`src/rtl/addsub_pkg.sv`:
```
// Shared types and constants for the add/sub scheduler.
package addsub_pkg;

    localparam int unsigned Width = 8;

    localparam logic [7:0] MaxPos = 8'h7F;
    localparam logic [7:0] MinNeg = 8'h80;

    localparam logic OpAdd = 1'b0;
    localparam logic OpSub = 1'b1;

    typedef enum logic [1:0] {
        StIdle = 2'd0,
        StNeg  = 2'd1,
        StAdd  = 2'd2,
        StDone = 2'd3
    } state_e;

    // Clamp value for an overflowed result whose true sign is 'neg'.
    function automatic logic [7:0] sat_value(input logic neg);
        return neg ? MinNeg : MaxPos;
    endfunction

endpackage

```
`src/rtl/add_eight.sv`:
```
// 8-bit adder with carry-in, result taken mod 256.
module add_eight (
    input  logic [7:0] a_i,
    input  logic [7:0] b_i,
    input  logic       cin_i,
    output logic [7:0] sum_o
);

    // Plain modular sum.
    always_comb begin
        sum_o = a_i + b_i + {7'd0, cin_i};
    end

endmodule

```
`src/rtl/rr_arbiter2.sv`:
```
// Two-way round-robin arbiter, purely combinational.
module rr_arbiter2 (
    input  logic [1:0] valid_i,
    input  logic       last_gnt_i,
    output logic [1:0] gnt_o
);

    // A lone requester always wins; on contention the one not served last wins.
    always_comb begin
        gnt_o = 2'b00;
        case (valid_i)
            2'b01:   gnt_o = 2'b01;
            2'b10:   gnt_o = 2'b10;
            2'b11:   gnt_o = last_gnt_i ? 2'b01 : 2'b10;
            default: gnt_o = 2'b00;
        endcase
    end

endmodule

```
`src/rtl/sign_changer.sv`:
```
// 8-bit two's-complement conditional negation.
module sign_changer (
    input  logic [7:0] b_i,
    input  logic       neg_i,
    output logic [7:0] y_o
);

    // Pass through or negate (~b + 1); -128 maps to itself.
    always_comb begin
        y_o = b_i;
        if (neg_i) y_o = ~b_i + 8'd1;
    end

endmodule

```
`src/rtl/addsub_scheduler.sv`:
```
// Shares one negate/add datapath between two requesters using round-robin
// arbitration. Each op runs IDLE -> NEG -> ADD -> DONE.
// Optional: define ADDSUB_SATURATE_EN to clamp overflowed results.
module addsub_scheduler
    import addsub_pkg::*;
#(
    parameter int unsigned WIDTH = Width,
    parameter int unsigned NREQ  = 2
) (
    input  logic             clk,
    input  logic             rst_n,
    input  logic [NREQ-1:0]  req_valid_i,
    output logic [NREQ-1:0]  req_ready_o,
    input  logic [WIDTH-1:0] req_a0_i,
    input  logic [WIDTH-1:0] req_b0_i,
    input  logic             req_sub0_i,
    input  logic [WIDTH-1:0] req_a1_i,
    input  logic [WIDTH-1:0] req_b1_i,
    input  logic             req_sub1_i,
    output logic             res_valid_o,
    input  logic             res_ready_i,
    output logic [WIDTH-1:0] res_data_o,
    output logic             res_ovfl_o,
    output logic             res_id_o
);

    state_e state_q, state_d;

    logic [7:0] a_q, b_q, bp_q;
    logic       sub_q, id_q, negovf_q, last_gnt_q;

    logic       res_valid_q, res_ovfl_q, res_id_q;
    logic [7:0] res_data_q;

    logic [1:0] gnt;
    logic       accept;
    logic       sel_id;
    logic [7:0] bneg;
    logic [7:0] sum;
    logic       beff_sign;
    logic       ovfl;
    logic [7:0] result;

    rr_arbiter2 u_arb (
        .valid_i    (req_valid_i),
        .last_gnt_i (last_gnt_q),
        .gnt_o      (gnt)
    );

    sign_changer u_neg (
        .b_i   (b_q),
        .neg_i (sub_q == OpSub),
        .y_o   (bneg)
    );

    add_eight u_add (
        .a_i   (a_q),
        .b_i   (bp_q),
        .cin_i (1'b0),
        .sum_o (sum)
    );

    // Grants are only offered while idle; accept when the granted requester is valid.
    always_comb begin
        req_ready_o = '0;
        if (state_q == StIdle) req_ready_o = gnt;
        accept = |(req_valid_i & req_ready_o);
        sel_id = gnt[1];
    end

    // Exact signed overflow; a negated -128 is mathematically +128 (positive).
    always_comb begin
        beff_sign = negovf_q ? 1'b0 : bp_q[7];
        ovfl      = (a_q[7] == beff_sign) && (sum[7] != a_q[7]);
`ifdef ADDSUB_SATURATE_EN
        result    = ovfl ? sat_value(a_q[7]) : sum;
`else
        result    = sum;
`endif
    end

    // Next-state sequencing.
    always_comb begin
        state_d = state_q;
        unique case (state_q)
            StIdle: if (accept) state_d = StNeg;
            StNeg:  state_d = StAdd;
            StAdd:  state_d = StDone;
            StDone: if (res_ready_i) state_d = StIdle;
            default: state_d = StIdle;
        endcase
    end

    // State register.
    always_ff @(posedge clk or negedge rst_n) begin
        if (!rst_n) state_q <= StIdle;
        else        state_q <= state_d;
    end

    // Operand capture on accept, negation stage in NEG.
    always_ff @(posedge clk or negedge rst_n) begin
        if (!rst_n) begin
            a_q        <= '0;
            b_q        <= '0;
            sub_q      <= OpAdd;
            id_q       <= 1'b0;
            last_gnt_q <= 1'b1;
            bp_q       <= '0;
            negovf_q   <= 1'b0;
        end else begin
            if (state_q == StIdle && accept) begin
                a_q        <= sel_id ? req_a1_i : req_a0_i;
                b_q        <= sel_id ? req_b1_i : req_b0_i;
                sub_q      <= sel_id ? req_sub1_i : req_sub0_i;
                id_q       <= sel_id;
                last_gnt_q <= sel_id;
            end
            if (state_q == StNeg) begin
                bp_q     <= bneg;
                negovf_q <= (sub_q == OpSub) && (b_q == MinNeg);
            end
        end
    end

    // Result registers; held in DONE until consumed, values kept afterwards.
    always_ff @(posedge clk or negedge rst_n) begin
        if (!rst_n) begin
            res_valid_q <= 1'b0;
            res_data_q  <= '0;
            res_ovfl_q  <= 1'b0;
            res_id_q    <= 1'b0;
        end else begin
            if (state_q == StAdd) begin
                res_valid_q <= 1'b1;
                res_data_q  <= result;
                res_ovfl_q  <= ovfl;
                res_id_q    <= id_q;
            end else if (state_q == StDone && res_ready_i) begin
                res_valid_q <= 1'b0;
            end
        end
    end

    assign res_valid_o = res_valid_q;
    assign res_data_o  = res_data_q;
    assign res_ovfl_o  = res_ovfl_q;
    assign res_id_o    = res_id_q;

endmodule

```
`config.mk`:
```
export PLATFORM = sky130hd
export DESIGN_NAME = addsub_scheduler
export DESIGN_NICKNAME = d
export VERILOG_FILES = /design/src/rtl/addsub_pkg.sv /design/src/rtl/add_eight.sv /design/src/rtl/rr_arbiter2.sv /design/src/rtl/sign_changer.sv /design/src/rtl/addsub_scheduler.sv
export SDC_FILE = /design/constraint.sdc
export NUM_CORES = 1
export LEC_CHECK = 0
export ABC_CLOCK_PERIOD_IN_PS = 1600
export CAP_MARGIN = 0
export CORE_ASPECT_RATIO = 1.4
export CORE_MARGIN = 2
export CORE_UTILIZATION = 45
export CTS_CLUSTER_DIAMETER = 30
export DETAILED_ROUTE_END_ITERATION = 12
export PLACE_DENSITY = 0.76
export SKIP_LAST_GASP = 1
export SYNTH_ARGS = -nofsm -noshare
export SYNTH_HDL_FRONTEND = slang
export SYNTH_SLANG_ARGS = --single-unit
```
`constraint.sdc`:
```
create_clock -name clk -period 1.6 [get_ports clk]
set_input_delay 0.16 -clock clk [delete_from_list [all_inputs] [get_ports clk]]
set_output_delay 0.16 -clock clk [all_outputs]
set_load 0.05 [all_outputs]
```
==> metrics.csv, run 1 <==
stage,metric,value,unit
global_route,total gr overflow,0,
placement,number of buffers inserted by port buffering,51,
layout,area used by multi-input combinational logic,1150,sq um
pwr,total leakage power,0.00139,uW
timing,Post-Route Skew,8.73,ps
timing,maximum frequency from static timing analysis,589,MHz
drt,number of DRC violations after detailed-routing iteration 0,52,
clock_network,CTS max path bufs,2,
logic_synthesis,largest area contributor in the netlist,dfrtp_1,
layout,total non-filler cell area in the finished layout,3140,sq um
timing,Slew @ Worst Pin,412,ps
placement,Placement Cell Area,2890,sq um
placement,worst slack at placement,-135,ps
placement,Post-DP HPWL,3670,um
pwr,sequential share of power,0.292,
pwr,net switching power figure,3070,uW
logic_synthesis,Gate Count Post-Synth,228,
timing,post-route clock period utilization,1.06,
global_route,gr usage total,0.200,
clock_network,sinks on the clock net,41,
timing,number of failing setup endpoints in the final timing report,5,
drt,via/cell ratio,5.13,
logic_synthesis,synth warn,0,
min_path,Hold Crit Class,input port to asynchronous set/reset pin,
pwr,share of power burned in the clock network,0.093,
pwr,Max rail drop VDD,0.885,mV
timing,Slew Limit Headroom,0.725,
timing,min cycle time layout,1700,ps
worst_setup_path,maximum fanout count along the critical path,2,
logic_synthesis,combinational family with the most area after synthesis,compound AO/OA/AOI/OAI gates,
logic_synthesis,fraction of synthesized area in multiplexers,0.0306,
worst_setup_path,endpoint class of the critical path,register,
layout,"count of placed standard cells in the final layout, fillers left out",372,
layout,Final Net Count,362,
timing,worst setup margin,-98.7,ps
drt,number of remaining DRC errors,0,
pwr,total power draw,6960,uW
floorplan,Die Area,5390,sq um
worst_setup_path,type of the worst setup path,register to register,
floorplan,Vert. Die Dim,86.1,um
drt,Routed WL per cell,13.3,um
logic_synthesis,most common flop cell mapped by yosys,dfrtp_1,
pwr,Power Dens Cells,2220,nW/um^2
clock_network,buffer type at the clock tree root,clkbuf_8,
logic_synthesis,XOR/XNOR share of the synthesized area,0.0404,
drt,Total Wirelength,4950,um
global_route,wire length of the first global-routing pass,8490,um
layout,Reg area,1030,sq um
layout,synthesis-to-layout area growth,44.9,%
placement,weighted congestion at the end of routability-driven global placement,0.847,
pwr,design internal power,3890,uW
layout,final-layout fill cell count,392,
logic_synthesis,number of storage elements in the synthesis netlist,41,
logic_synthesis,most area-consuming cells after synthesis,"dfrtp_1 (46%), nor2_1 (8.3%), ha_1 (7.5%), o22ai_1 (5.2%), xor2_1 (3.2%)",
layout,Layout Utilization,0.686,
logic_synthesis,sequential area share after synthesis,0.474,
global_route,number of antenna violations at the first check in global routing,0,
floorplan,total core area,4570,sq um
worst_setup_path,startpoint type of the worst setup path,register,
worst_setup_path,data arrival time of the critical path,1880,ps
clock_network,"Reg clk slew, reported paths",80,ps
status,result of the run,"complete, but fails checks",
logic_synthesis,Yosys top cell area share,0.462,
drt,number of antenna-violating nets in the routed design,0,
global_route,pin count of the biggest net entering global routing,20,
floorplan,Die W,62.6,um
timing,setup repair after global routing missed its margin,true,
placement,dpl cells,352,
global_route,number of global-route vias before repair,1896,
logic_synthesis,fraction of registers with async set/reset,1.00,
worst_setup_path,required time of the critical path,1780,ps
clock_network,TritonCTS clock tree,built,
logic_synthesis,number of enable-type register cells in the synthesized netlist,0,
logic_synthesis,adder-cell area share of the yosys netlist,0.0843,
layout,share of cells above drive strength 1,0.245,
logic_synthesis,Cell variety after synth,38,
clock_network,number of buffers created by CTS,5,
logic_synthesis,netlist area before placement,2170,sq um
clock_network,maximum level of the CTS H-tree,2,
logic_synthesis,fraction of the mapped netlist area in simple logic gates,0.159,
floorplan,starting utilization of the core area,0.474,
logic_synthesis,complex-gate fraction of the synthesized area,0.170,
pwr,switching portion of total power,0.441,
clock_network,insertion delay of the later-clocked pin in the worst-skew pair,290,ps
run,max cap viols,0,
status,violations in the final reports,negative setup slack,
logic_synthesis,mean instance size in the synthesized netlist,9.50,sq um
timing,total count of max-transition violations in the final report,0,
layout,count of antenna diodes in the layout,0,
floorplan,top-level port count,52,
drt,Pre-antenna DRT Iters,4,
timing,endpoints failing hold,0,
floorplan,count of standard-cell rows,29,
pwr,combinational share of power,0.616,
logic_synthesis,net count of the mapped netlist,281,
drt,overall via count from detail_route,1909,
==> path summary, 6_finish.rpt <==
kind / start / cells after the start / slack [ps] / endpoint
worst max-delay path: a_q[1] / 6 / -100 / res_data_o[4]
worst min-delay path: rst_n / 2 / 280 / bp_q[6]
worst max register to register: a_q[1] / 6 / -100 / res_data_o[4]
worst min register to register: res_data_o[6] / 2 / 490 / res_data_o[6]
max in group asynchronous: rst_n / 3 / 820 / b_q[4]
min in group clk: req_b1_i[0] / 3 / 450 / b_q[0]
==> power groups by stage <==
stage | Sequential, uW | Combinational [uW] | Clock, uW
after floorplan | 2370 | 2230 | 0
after global placement | 1980 | 3770 | 0
final | 2030 | 4290 | 647
after detailed placement | 2010 | 3910 | 0
after global routing | 2110 | 4690 | 719
after CTS | 2000 | 4100 | 666
==> cell usage in the layout (no fill, tap or decap), types with 2 or more instances in the layout <==
cell and n:
a21o_1 3, a21oi_1 12, buf_12 2, buf_4 41
buf_6 2, clkbuf_8 5, clkdlybuf4s50_1 37, clkinv_2 2
dfrtp_1 40, ha_1 9, ha_2 2, ha_4 2
inv_1 11, inv_2 2, mux2_2 4, nand2_1 7
nand2b_1 2, nand3_1 4, nand3b_1 2, nand4b_1 2
nor2_1 48, nor2b_1 5, o21ai_0 8, o21ai_1 3
o22ai_1 18, or3_1 2, xnor2_1 2, xor2_1 8
==> cells by family (layout without fill, tap and decap cells) <==
| group | after synthesis | after routing |
|---|---|---|
| xor gates and xnor gates | 10 | 10 |
| AOI/OAI and AO/OA | 58 | 58 |
| adders and majority gates | 14 | 14 |
| buffers and inverters | 23 | 105 |
| DFF | 41 | 41 |
| muxes | 6 | 6 |
| and+or+nand+nor | 76 | 76 |
==> state kept, by name (all words and copies together), names as in the netlist <==
| name | cells |
|---|---|
| negovf_q | 1 |
| res_data_o | 8 |
| res_id_o | 1 |
| id_q | 1 |
| b_q | 8 |
| res_valid_o | 1 |
| res_ovfl_o | 1 |
| bp_q | 8 |
| sub_q | 1 |
| last_gnt_q | 1 |
| a_q | 8 |
| state_q | 2 |
==> cell usage after synthesis (2+ instances only) <==
cell       n
nand3b_1   2
nand2_1    8
nand4b_1   2
or3_1      2
nand3_1    4
clkbuf_1   8
nand2b_1   2
xnor2_1    2
o21ai_0   11
xor2_1     8
a21o_1     3
mux2_2     5
o31ai_1    2
nor2_1    48
a211oi_1   2
nor2b_1    5
o22ai_1   18
dfrtp_1   40
ha_1      13
inv_1     13
a21oi_1   13
==> metrics by stage <==
step	setup TNS, ps	hold slack (ps)
floorplan	-39.3	-136
detailed placement	-562	68.2
global placement	-195	68.4
finish	-317	276
CTS	-395	288
global route	-939	316
==> worst max-delay path, cell delays in order, from the launching register on <==
cell and delay [ps]:
dfrtp_1 400, buf_4 150, fa_2 400, a21oi_2 180, o21ai_2 70, xor2_1 130, mux2_4 250
==> area by class of cell <==
class,count,area share
Sequential cell,41,0.327
Clock inverter,2,0.00319
Timing Repair Buffer,84,0.241
Multi-Input combinational cell,164,0.365
Inverter,13,0.0156
Tap cell,62,0.0247
Clock buffer,6,0.0231
==> routing by layer <==
layer	vias up	routed length, um	GRT usage
met4	0	74	0.0707
met2	43	2740	0.374
met5	-	0	0
met1	903	1970	0.226
met3	6	172	0.0394
li1	957	-	-
==> repair_timing <==
item                                   in CTS  in global routing
resized for setup                          12                  6
endpoints found under the hold margin      11                  0
pin swaps                                   4                  9
hold buffers                                1                  0
buffers inserted                            3                  9
setup endpoints to repair                  10                 11
(Power assumes the default switching activity.)
==> run 2: changes to the inputs <==
Settings changed: CORE_UTILIZATION 45 to 46, SYNTH_HIERARCHICAL set to 1.
==> run 2 against run 1 <==
The flow still finishes with violations (negative setup slack). Hold slack gained 180 ps. First-iteration DRC count grew 17%. Area after synthesis grew 13%. Critical path depth increased by 1. Largest power group unchanged. Register-to-register slack worse by 220 ps. Clock skew fell by 2.9 ps. Non-clock buffer count grew 8. Design area up 11%. Sequential cell count stayed put. Cell count increased by 1.3%. Die area grew 10%. Via count grew 2.2%. Critical path type unchanged.
==> metrics.csv, run 2 <==
stage,metric,value,unit,change
status,result of the run,"complete, but fails checks",,unchanged
status,violations in the final reports,negative setup slack,,unchanged
placement,Post-DP HPWL,3850,um,was 3670 um
floorplan,Vert. Die Dim,90.5,um,was 86.1 um
timing,maximum frequency from static timing analysis,520,MHz,was 589 MHz
layout,total non-filler cell area in the finished layout,3490,sq um,was 3140 sq um
pwr,total leakage power,0.00154,uW,was 0.00139 uW
clock_network,buffer type at the clock tree root,clkbuf_8,,unchanged
clock_network,CTS max path bufs,2,,unchanged
global_route,number of antenna violations at the first check in global routing,0,,unchanged
floorplan,Die Area,5950,sq um,was 5390 sq um
timing,setup repair after global routing missed its margin,true,,unchanged
global_route,wire length of the first global-routing pass,8740,um,was 8490 um
timing,endpoints failing hold,0,,unchanged
global_route,met1 layer usage reported by global route,0.207,,was 0.226
logic_synthesis,most frequent cells after synthesis,"dfrtp_1 (40), a21oi_1 (31), mux2i_1 (18)",,"was nor2_1 (48), dfrtp_1 (40), o22ai_1 (18)"
layout,most frequent standard cell in the layout excluding fill and tap cells,buf_4,,was nor2_1
timing,Post-Route Skew,5.81,ps,was 8.73 ps
global_route,global routing usage on met2,0.345,,was 0.374
logic_synthesis,number of enable-type register cells in the synthesized netlist,0,,unchanged
logic_synthesis,net count of the mapped netlist,275,,was 281
global_route,total gr overflow,0,,unchanged
drt,Total Wirelength,5160,um,was 4950 um
drt,Routed WL per cell,13.7,um,was 13.3 um
logic_synthesis,Gate Count Post-Synth,222,,was 228
pwr,total power draw,7970,uW,was 6960 uW
clock_network,maximum level of the CTS H-tree,2,,unchanged
drt,number of DRC violations after detailed-routing iteration 0,61,,was 52
worst_setup_path,maximum fanout count along the critical path,3,,was 2
logic_synthesis,largest area contributor in the netlist,dfrtp_1,,unchanged
floorplan,Die W,65.8,um,was 62.6 um
clock_network,sinks on the clock net,41,,unchanged
drt,overall via count from detail_route,1951,,"was 1,909"
timing,number of failing setup endpoints in the final timing report,6,,was 5
timing,worst setup margin,-323,ps,was -98.7 ps
logic_synthesis,sequential area share after synthesis,0.418,,was 0.474
timing,Slew @ Worst Pin,501,ps,was 412 ps
clock_network,"Reg clk slew, reported paths",80,ps,about the same
logic_synthesis,synth warn,6,,was 0
logic_synthesis,most area-consuming cells after synthesis,"dfrtp_1 (41%), mux2_1 (7.8%), mux2i_1 (7.3%), a21oi_1 (6.3%), ha_1 (6.1%)",,"was dfrtp_1 (46%), nor2_1 (8.3%), ha_1 (7.5%), o22ai_1 (5.2%), xor2_1 (3.2%)"
logic_synthesis,library cell with the highest instance count after synthesis,dfrtp_1,,was nor2_1
logic_synthesis,Cell variety after synth,48,,was 38
drt,via/cell ratio,5.18,,was 5.13
drt,Pre-antenna DRT Iters,4,,unchanged
global_route,number of global-route vias before repair,1985,,"was 1,896"
drt,number of remaining DRC errors,0,,unchanged
worst_setup_path,type of the worst setup path,register to register,,unchanged
worst_setup_path,startpoint type of the worst setup path,register,,unchanged
pwr,Max rail drop VDD,0.982,mV,was 0.885 mV
placement,Placement Cell Area,3240,sq um,was 2890 sq um
logic_synthesis,most common flop cell mapped by yosys,dfrtp_1,,unchanged
layout,Final Net Count,363,,was 362
logic_synthesis,fraction of registers with async set/reset,1.00,,unchanged
placement,worst slack at placement,-347,ps,was -135 ps
layout,synthesis-to-layout area growth,42.3,%,was 44.9%
floorplan,total core area,5160,sq um,was 4570 sq um
placement,number of buffers inserted by port buffering,51,,unchanged
clock_network,TritonCTS clock tree,built,,unchanged
global_route,pin count of the biggest net entering global routing,42,,was 20
clock_network,number of buffers created by CTS,5,,unchanged
global_route,gr usage total,0.189,,was 0.200
worst_setup_path,data arrival time of the critical path,2170,ps,was 1880 ps
logic_synthesis,netlist area before placement,2460,sq um,was 2170 sq um
floorplan,top-level port count,52,,unchanged
logic_synthesis,Yosys top cell area share,0.408,,was 0.462
timing,min cycle time layout,1920,ps,was 1700 ps
layout,share of cells above drive strength 1,0.328,,was 0.245
min_path,Hold Crit Class,input port to asynchronous set/reset pin,,unchanged
pwr,Power Dens Cells,2280,nW/um^2,was 2220 nW/um^2
layout,"commonest cells after routing, fill and taps aside","buf_4 (46), dfrtp_1 (40), clkdlybuf4s50_1 (37)",,"was nor2_1 (48), buf_4 (41), dfrtp_1 (40)"
timing,total count of max-transition violations in the final report,0,,unchanged
worst_setup_path,required time of the critical path,1840,ps,was 1780 ps
floorplan,starting utilization of the core area,0.476,,was 0.474
logic_synthesis,number of storage elements in the synthesis netlist,41,,unchanged
floorplan,count of standard-cell rows,31,,was 29
placement,weighted congestion at the end of routability-driven global placement,0.747,,was 0.847
layout,count of antenna diodes in the layout,0,,unchanged
global_route,most heavily used metal layer in global routing,met2,,unchanged
run,max cap viols,0,,unchanged
clock_network,insertion delay of the later-clocked pin in the worst-skew pair,300,ps,was 290 ps
global_route,grt met3 use,0.0424,,was 0.0394
timing,post-route clock period utilization,1.20,,was 1.06
logic_synthesis,mean instance size in the synthesized netlist,11.1,sq um,was 9.50 sq um
worst_setup_path,endpoint class of the critical path,register,,unchanged
timing,Slew Limit Headroom,0.666,,was 0.725
layout,final-layout fill cell count,415,,was 392
drt,number of antenna-violating nets in the routed design,0,,unchanged
run 2: layout make-up:
cell class                      count  area, sq um  area share
Multi-Input combinational cell    155         1390       0.397
Sequential cell                    41         1030       0.294
Timing Repair Buffer               92          853       0.244
Tap cell                           66         82.6      0.0236
Clock buffer                        5         68.8      0.0197
Inverter                           15         56.3      0.0161
Clock inverter                      3         17.5     0.00501
run 2: worst max-delay path, cell delays in order, from the launching register on:
cell	delay (ps)
dfrtp_1	410
fa_2	400
inv_2	70
fa_2	230
nor2b_4	60
o31a_1	260
o311ai_2	250
mux2_4	180
run 2: through the flow:
stage | utilization | hold slack, ps | TNS (ps) | std cells
2_1_floorplan | - | -136 | -702 | 222
3_3_place_gp | 0.629 | 250 | -2170 | 360
3_5_place_dp | 0.629 | 254 | -3370 | 360
4_1_cts | 0.664 | 460 | -1530 | 373
5_1_grt | 0.677 | 488 | -1830 | 377
6_report | 0.677 | 455 | -1390 | 377
run 2: power by group:
group | switching (uW) | leakage, uW | internal [uW]
logic | 2590 | 0.00103 | 2750
registers | 381 | 0.000470 | 1580
clock network | 369 | 0.0000439 | 301
run 2: repair_timing:
action / in CTS / in global routing
hold buffers: 1 / 0
gates resized for setup: 14 / 9
endpoints found under the hold margin: 40 / 0
buffers inserted: 4 / 4
pin swaps: 1 / 9
setup endpoints to repair: 10 / 14
run 2: per-layer routing:
layer  routed length [um]  vias up
met4                   83        0
met3                  144        5
li1                     -      966
met2                 2880       31
met5                    0        -
met1                 2050      949
run 2: final timing paths:
check / start / endpoint / slack [ps] / cells after the start
setup reg to reg: bp_q[0] / res_data_o[6] / -320 / 7
hold / removal: rst_n / res_data_o[0] / 450 / 3
min in group clk: res_ready_i / res_valid_o / 480 / 3
max in group asynchronous: rst_n / last_gnt_q / 780 / 3
hold reg to reg: res_valid_o / res_valid_o / 500 / 1
setup / recovery: bp_q[0] / res_data_o[6] / -320 / 7
run 2: cell families (layout without fill, tap and decap cells):
family,count (synthesis),in the layout,share of synthesized area
AO/OA/AOI/OAI,67,67,0.184
AND/OR/NAND/NOR,27,27,0.0708
XOR/XNOR,10,10,0.0357
buffers and inverters,26,115,0.0550
multiplexers,36,36,0.157
other,1,1,0.00153
flip-flops,41,41,0.418
adder cells (fa/ha/maj),14,14,0.0774
==> run 3: changes to the inputs <==
--- a/config.mk
+++ b/config.mk
@@ -6,12 +6,13 @@
 export NUM_CORES = 1
 export LEC_CHECK = 0
+export ABC_AREA = 1
 export ABC_CLOCK_PERIOD_IN_PS = 1600
 export CAP_MARGIN = 0
 export CORE_ASPECT_RATIO = 1.4
 export CORE_MARGIN = 2
-export CORE_UTILIZATION = 46
+export CORE_UTILIZATION = 47
 export CTS_CLUSTER_DIAMETER = 30
 export DETAILED_ROUTE_END_ITERATION = 12
-export PLACE_DENSITY = 0.76
+export PLACE_DENSITY = 0.77
 export SKIP_LAST_GASP = 1
 export SYNTH_ARGS = -nofsm -noshare
==> constraint.sdc (replaced) <==
create_clock -name clk -period 1.6 [get_ports clk]
set_input_delay 0.48 -clock clk [delete_from_list [all_inputs] [get_ports clk]]
set_output_delay 0.48 -clock clk [all_outputs]
set_load 0.05 [all_outputs]
==> run 3 against run 2 <==
The run still ends with negative setup slack left. Fmax increased by 5.6%. Hold slack worse by 370 ps. Utilization rose by 4.3 points. Power grew 1.6%. Design area grew 7.2%. Global-route usage rose by 2.0 points. Wire length increased by 7.8%. First-iteration DRC count rose by 23%. Sequential power is 6% higher. Combinational power is essentially flat. Via count rose by 16%. Area after synthesis is 3.8% higher. Critical path type is now input port to output pin. Largest cell class unchanged.
==> metrics.csv, run 3 <==
stage,metric,value,unit,change
clock_network,insertion delay of the later-clocked pin in the worst-skew pair,290,ps,was 300 ps
placement,weighted congestion at the end of routability-driven global placement,0.792,,was 0.747
timing,post-route clock period utilization,1.14,,was 1.20
worst_setup_path,required time of the critical path,1120,ps,was 1840 ps
pwr,total power draw,8100,uW,was 7970 uW
clock_network,TritonCTS clock tree,built,,unchanged
worst_setup_path,maximum fanout count along the critical path,2,,was 3
worst_setup_path,endpoint class of the critical path,output pin,,was register
floorplan,starting utilization of the core area,0.490,,was 0.476
floorplan,top-level port count,52,,unchanged
logic_synthesis,library cell with the highest instance count after synthesis,nand2_1,,was dfrtp_1
clock_network,number of buffers created by CTS,5,,unchanged
layout,synthesis-to-layout area growth,47.0,%,was 42.3%
placement,Post-DP HPWL,3990,um,was 3850 um
logic_synthesis,netlist area before placement,2550,sq um,was 2460 sq um
clock_network,"Reg clk slew, reported paths",70,ps,was 80 ps
logic_synthesis,most area-consuming cells after synthesis,"dfrtp_1 (39%), nand2_1 (16%), inv_1 (6.3%), ha_1 (5.9%), mux2_1 (3.5%)",,"was dfrtp_1 (41%), mux2_1 (7.8%), mux2i_1 (7.3%), a21oi_1 (6.3%), ha_1 (6.1%)"
floorplan,Die W,66.2,um,was 65.8 um
drt,number of DRC violations after detailed-routing iteration 0,75,,was 61
logic_synthesis,fraction of registers with async set/reset,1.00,,unchanged
global_route,number of antenna violations at the first check in global routing,0,,unchanged
worst_setup_path,cell repeated most along the worst path,nand2_2,,was fa_2
drt,Total Wirelength,5560,um,was 5160 um
worst_setup_path,data arrival time of the critical path,1340,ps,was 2170 ps
logic_synthesis,number of storage elements in the synthesis netlist,41,,unchanged
drt,overall via count from detail_route,2264,,"was 1,951"
floorplan,total core area,5200,sq um,was 5160 sq um
run,max cap viols,0,,unchanged
status,violations in the final reports,negative setup slack,,unchanged
drt,Routed WL per cell,11.7,um,was 13.7 um
layout,"commonest cells after routing, fill and taps aside","nand2_1 (92), dfrtp_1 (40), inv_1 (36)",,"was buf_4 (46), dfrtp_1 (40), clkdlybuf4s50_1 (37)"
worst_setup_path,startpoint type of the worst setup path,input port,,was register
logic_synthesis,number of enable-type register cells in the synthesized netlist,0,,unchanged
min_path,Hold Crit Class,input port to asynchronous set/reset pin,,unchanged
timing,setup repair after global routing missed its margin,true,,unchanged
global_route,most heavily used metal layer in global routing,met2,,unchanged
logic_synthesis,largest area contributor in the netlist,dfrtp_1,,unchanged
logic_synthesis,net count of the mapped netlist,382,,was 275
global_route,wire length of the first global-routing pass,9780,um,was 8740 um
drt,Pre-antenna DRT Iters,4,,unchanged
timing,endpoints failing hold,0,,unchanged
layout,count of antenna diodes in the layout,0,,unchanged
clock_network,Post-CTS Hold Fix Bufs,0,,was 1
timing,number of failing setup endpoints in the final timing report,7,,was 6
logic_synthesis,most frequent cells after synthesis,"nand2_1 (106), inv_1 (43), dfrtp_1 (40)",,"was dfrtp_1 (40), a21oi_1 (31), mux2i_1 (18)"
timing,worst setup margin,-222,ps,was -323 ps
pwr,sequential share of power,0.256,,was 0.246
floorplan,count of standard-cell rows,31,,unchanged
drt,number of antenna-violating nets in the routed design,0,,unchanged
logic_synthesis,mean instance size in the synthesized netlist,7.75,sq um,was 11.1 sq um
pwr,design internal power,4520,uW,was 4630 uW
logic_synthesis,Gate Count Post-Synth,329,,was 222
clock_network,CTS max path bufs,2,,unchanged
global_route,grt met3 use,0.0397,,was 0.0424
timing,Post-Route Skew,3.26,ps,was 5.81 ps
global_route,gr usage total,0.209,,was 0.189
global_route,global routing usage on met2,0.383,,was 0.345
placement,number of buffers inserted by port buffering,51,,unchanged
pwr,switching portion of total power,0.442,,was 0.419
drt,number of remaining DRC errors,0,,unchanged
status,result of the run,"complete, but fails checks",,unchanged
worst_setup_path,"critical path, cell by cell",dlygate4sd2_1 -> buf_6 -> nand3_2 -> nand2_2 -> nand2_2 -> clkinvlp_4 -> buf_12,,was fa_2 -> inv_2 -> fa_2 -> nor2b_4 -> o31a_1 -> o311ai_2 -> mux2_4
logic_synthesis,synth warn,6,,unchanged
pwr,Max rail drop VDD,0.886,mV,was 0.982 mV
worst_setup_path,CP Buf/Inv Count,4,,was 1
timing,total count of max-transition violations in the final report,0,,unchanged
clock_network,sinks on the clock net,41,,unchanged
logic_synthesis,most common flop cell mapped by yosys,dfrtp_1,,unchanged
global_route,pin count of the biggest net entering global routing,35,,was 42
layout,Final Net Count,460,,was 363
worst_setup_path,biggest cell delay along the critical path,260,ps,was 410 ps
global_route,total gr overflow,0,,unchanged
pwr,total leakage power,0.00184,uW,was 0.00154 uW
logic_synthesis,sequential area share after synthesis,0.403,,was 0.418
floorplan,Vert. Die Dim,91.1,um,was 90.5 um
pwr,combinational share of power,0.659,,was 0.670
drt,via/cell ratio,4.79,,was 5.18
floorplan,Die Area,6040,sq um,was 5950 sq um
pwr,Power Dens Cells,2160,nW/um^2,was 2280 nW/um^2
timing,setup_tns,-730,ps,was -1390 ps
timing,maximum frequency from static timing analysis,549,MHz,was 520 MHz
global_route,met1 layer usage reported by global route,0.222,,was 0.207
layout,most frequent standard cell in the layout excluding fill and tap cells,nand2_1,,was buf_4
worst_setup_path,Top delay family on crit path,buffers and inverters,,was adder cells
global_route,number of global-route vias before repair,2287,,"was 1,985"
worst_setup_path,type of the worst setup path,input port to output pin,,was register to register
logic_synthesis,Yosys top cell area share,0.393,,was 0.408
timing,min cycle time layout,1820,ps,was 1920 ps
clock_network,buffer type at the clock tree root,clkbuf_8,,unchanged
layout,share of cells above drive strength 1,0.260,,was 0.328
pwr,net switching power figure,3570,uW,was 3340 uW
pwr,share of power burned in the clock network,0.085,,was 0.084
clock_network,maximum level of the CTS H-tree,2,,unchanged
worst_setup_path,slowest cell on the critical path,dlygate4sd2_1,,was dfrtp_1
logic_synthesis,Cell variety after synth,32,,was 48
run 3: kinds of logic (layout without fill, tap and decap cells):
logic type | Yosys count | after routing | synth area share
AO/OA/AOI/OAI | 39 | 39 | 0.0894
XOR/XNOR | 7 | 7 | 0.0314
adder cells (fa/ha/maj) | 14 | 14 | 0.0746
buffers and inverters | 59 | 137 | 0.101
flip-flops | 41 | 41 | 0.403
multiplexers | 8 | 8 | 0.0353
other | 1 | 1 | 0.00147
AND/OR/NAND/NOR | 160 | 160 | 0.264
run 3: through the flow:
step	area (sq um)	std cells	hold slack, ps	utilization	setup WS (ps)
3_3_place_gp	3410	459	405	0.656	-396
4_1_cts	3620	470	83.7	0.697	-202
6_report	3750	473	89.1	0.721	-222
5_1_grt	3750	473	104	0.721	-283
2_1_floorplan	2580	329	184	-	-41.0
3_5_place_dp	3410	459	408	0.656	-459
run 3: area by class of cell:
class | count | area, sq um
sequential | 41 | 1030
clock inverter | 1 | 7.51
multi-input combinational | 229 | 1410
timing repair buffer | 83 | 950
fill | 411 | 1450
clock buffer | 6 | 82.6
inverter | 47 | 184
tap | 66 | 82.6
run 3: power groups by stage:
stage / sequential (uW) / clock (uW) / combinational [uW]
2_1_floorplan: 2310 / 0 / 2650
3_3_place_gp: 2040 / 0 / 4450
3_5_place_dp: 2070 / 0 / 4600
4_1_cts: 2070 / 711 / 4900
5_1_grt: 2140 / 749 / 5920
6_report: 2070 / 688 / 5330
run 3: repair_timing:
item / in CTS / in global routing
endpoints found under the hold margin: 0 / 0
pin swaps: 12 / 18
buffers inserted: 3 / 4
setup endpoints to repair: 27 / 28
cloned: 1 / 1
resized for setup: 23 / 21
run 3: metal layers:
metal	wire, um	vias to the layer above
li1	-	1165
met1	2140	1031
met2	3090	60
met3	192	8
met4	127	0
met5	0	-
run 3: path summary, 6_finish.rpt:
| check | start | slack, ps | depth (start not counted) | endpoint |
|---|---|---|---|---|
| setup / recovery | req_valid_i[1] | -220 | 7 | req_ready_o[0] |
| hold / removal | rst_n | 90 | 1 | bp_q[6] |
| setup reg to reg | bp_q[0] | -150 | 13 | res_ovfl_o |
| hold reg to reg | id_q | 490 | 2 | res_id_o |
| max in group asynchronous | rst_n | 980 | 2 | b_q[6] |
| min in group clk | id_q | 490 | 2 | res_id_o |
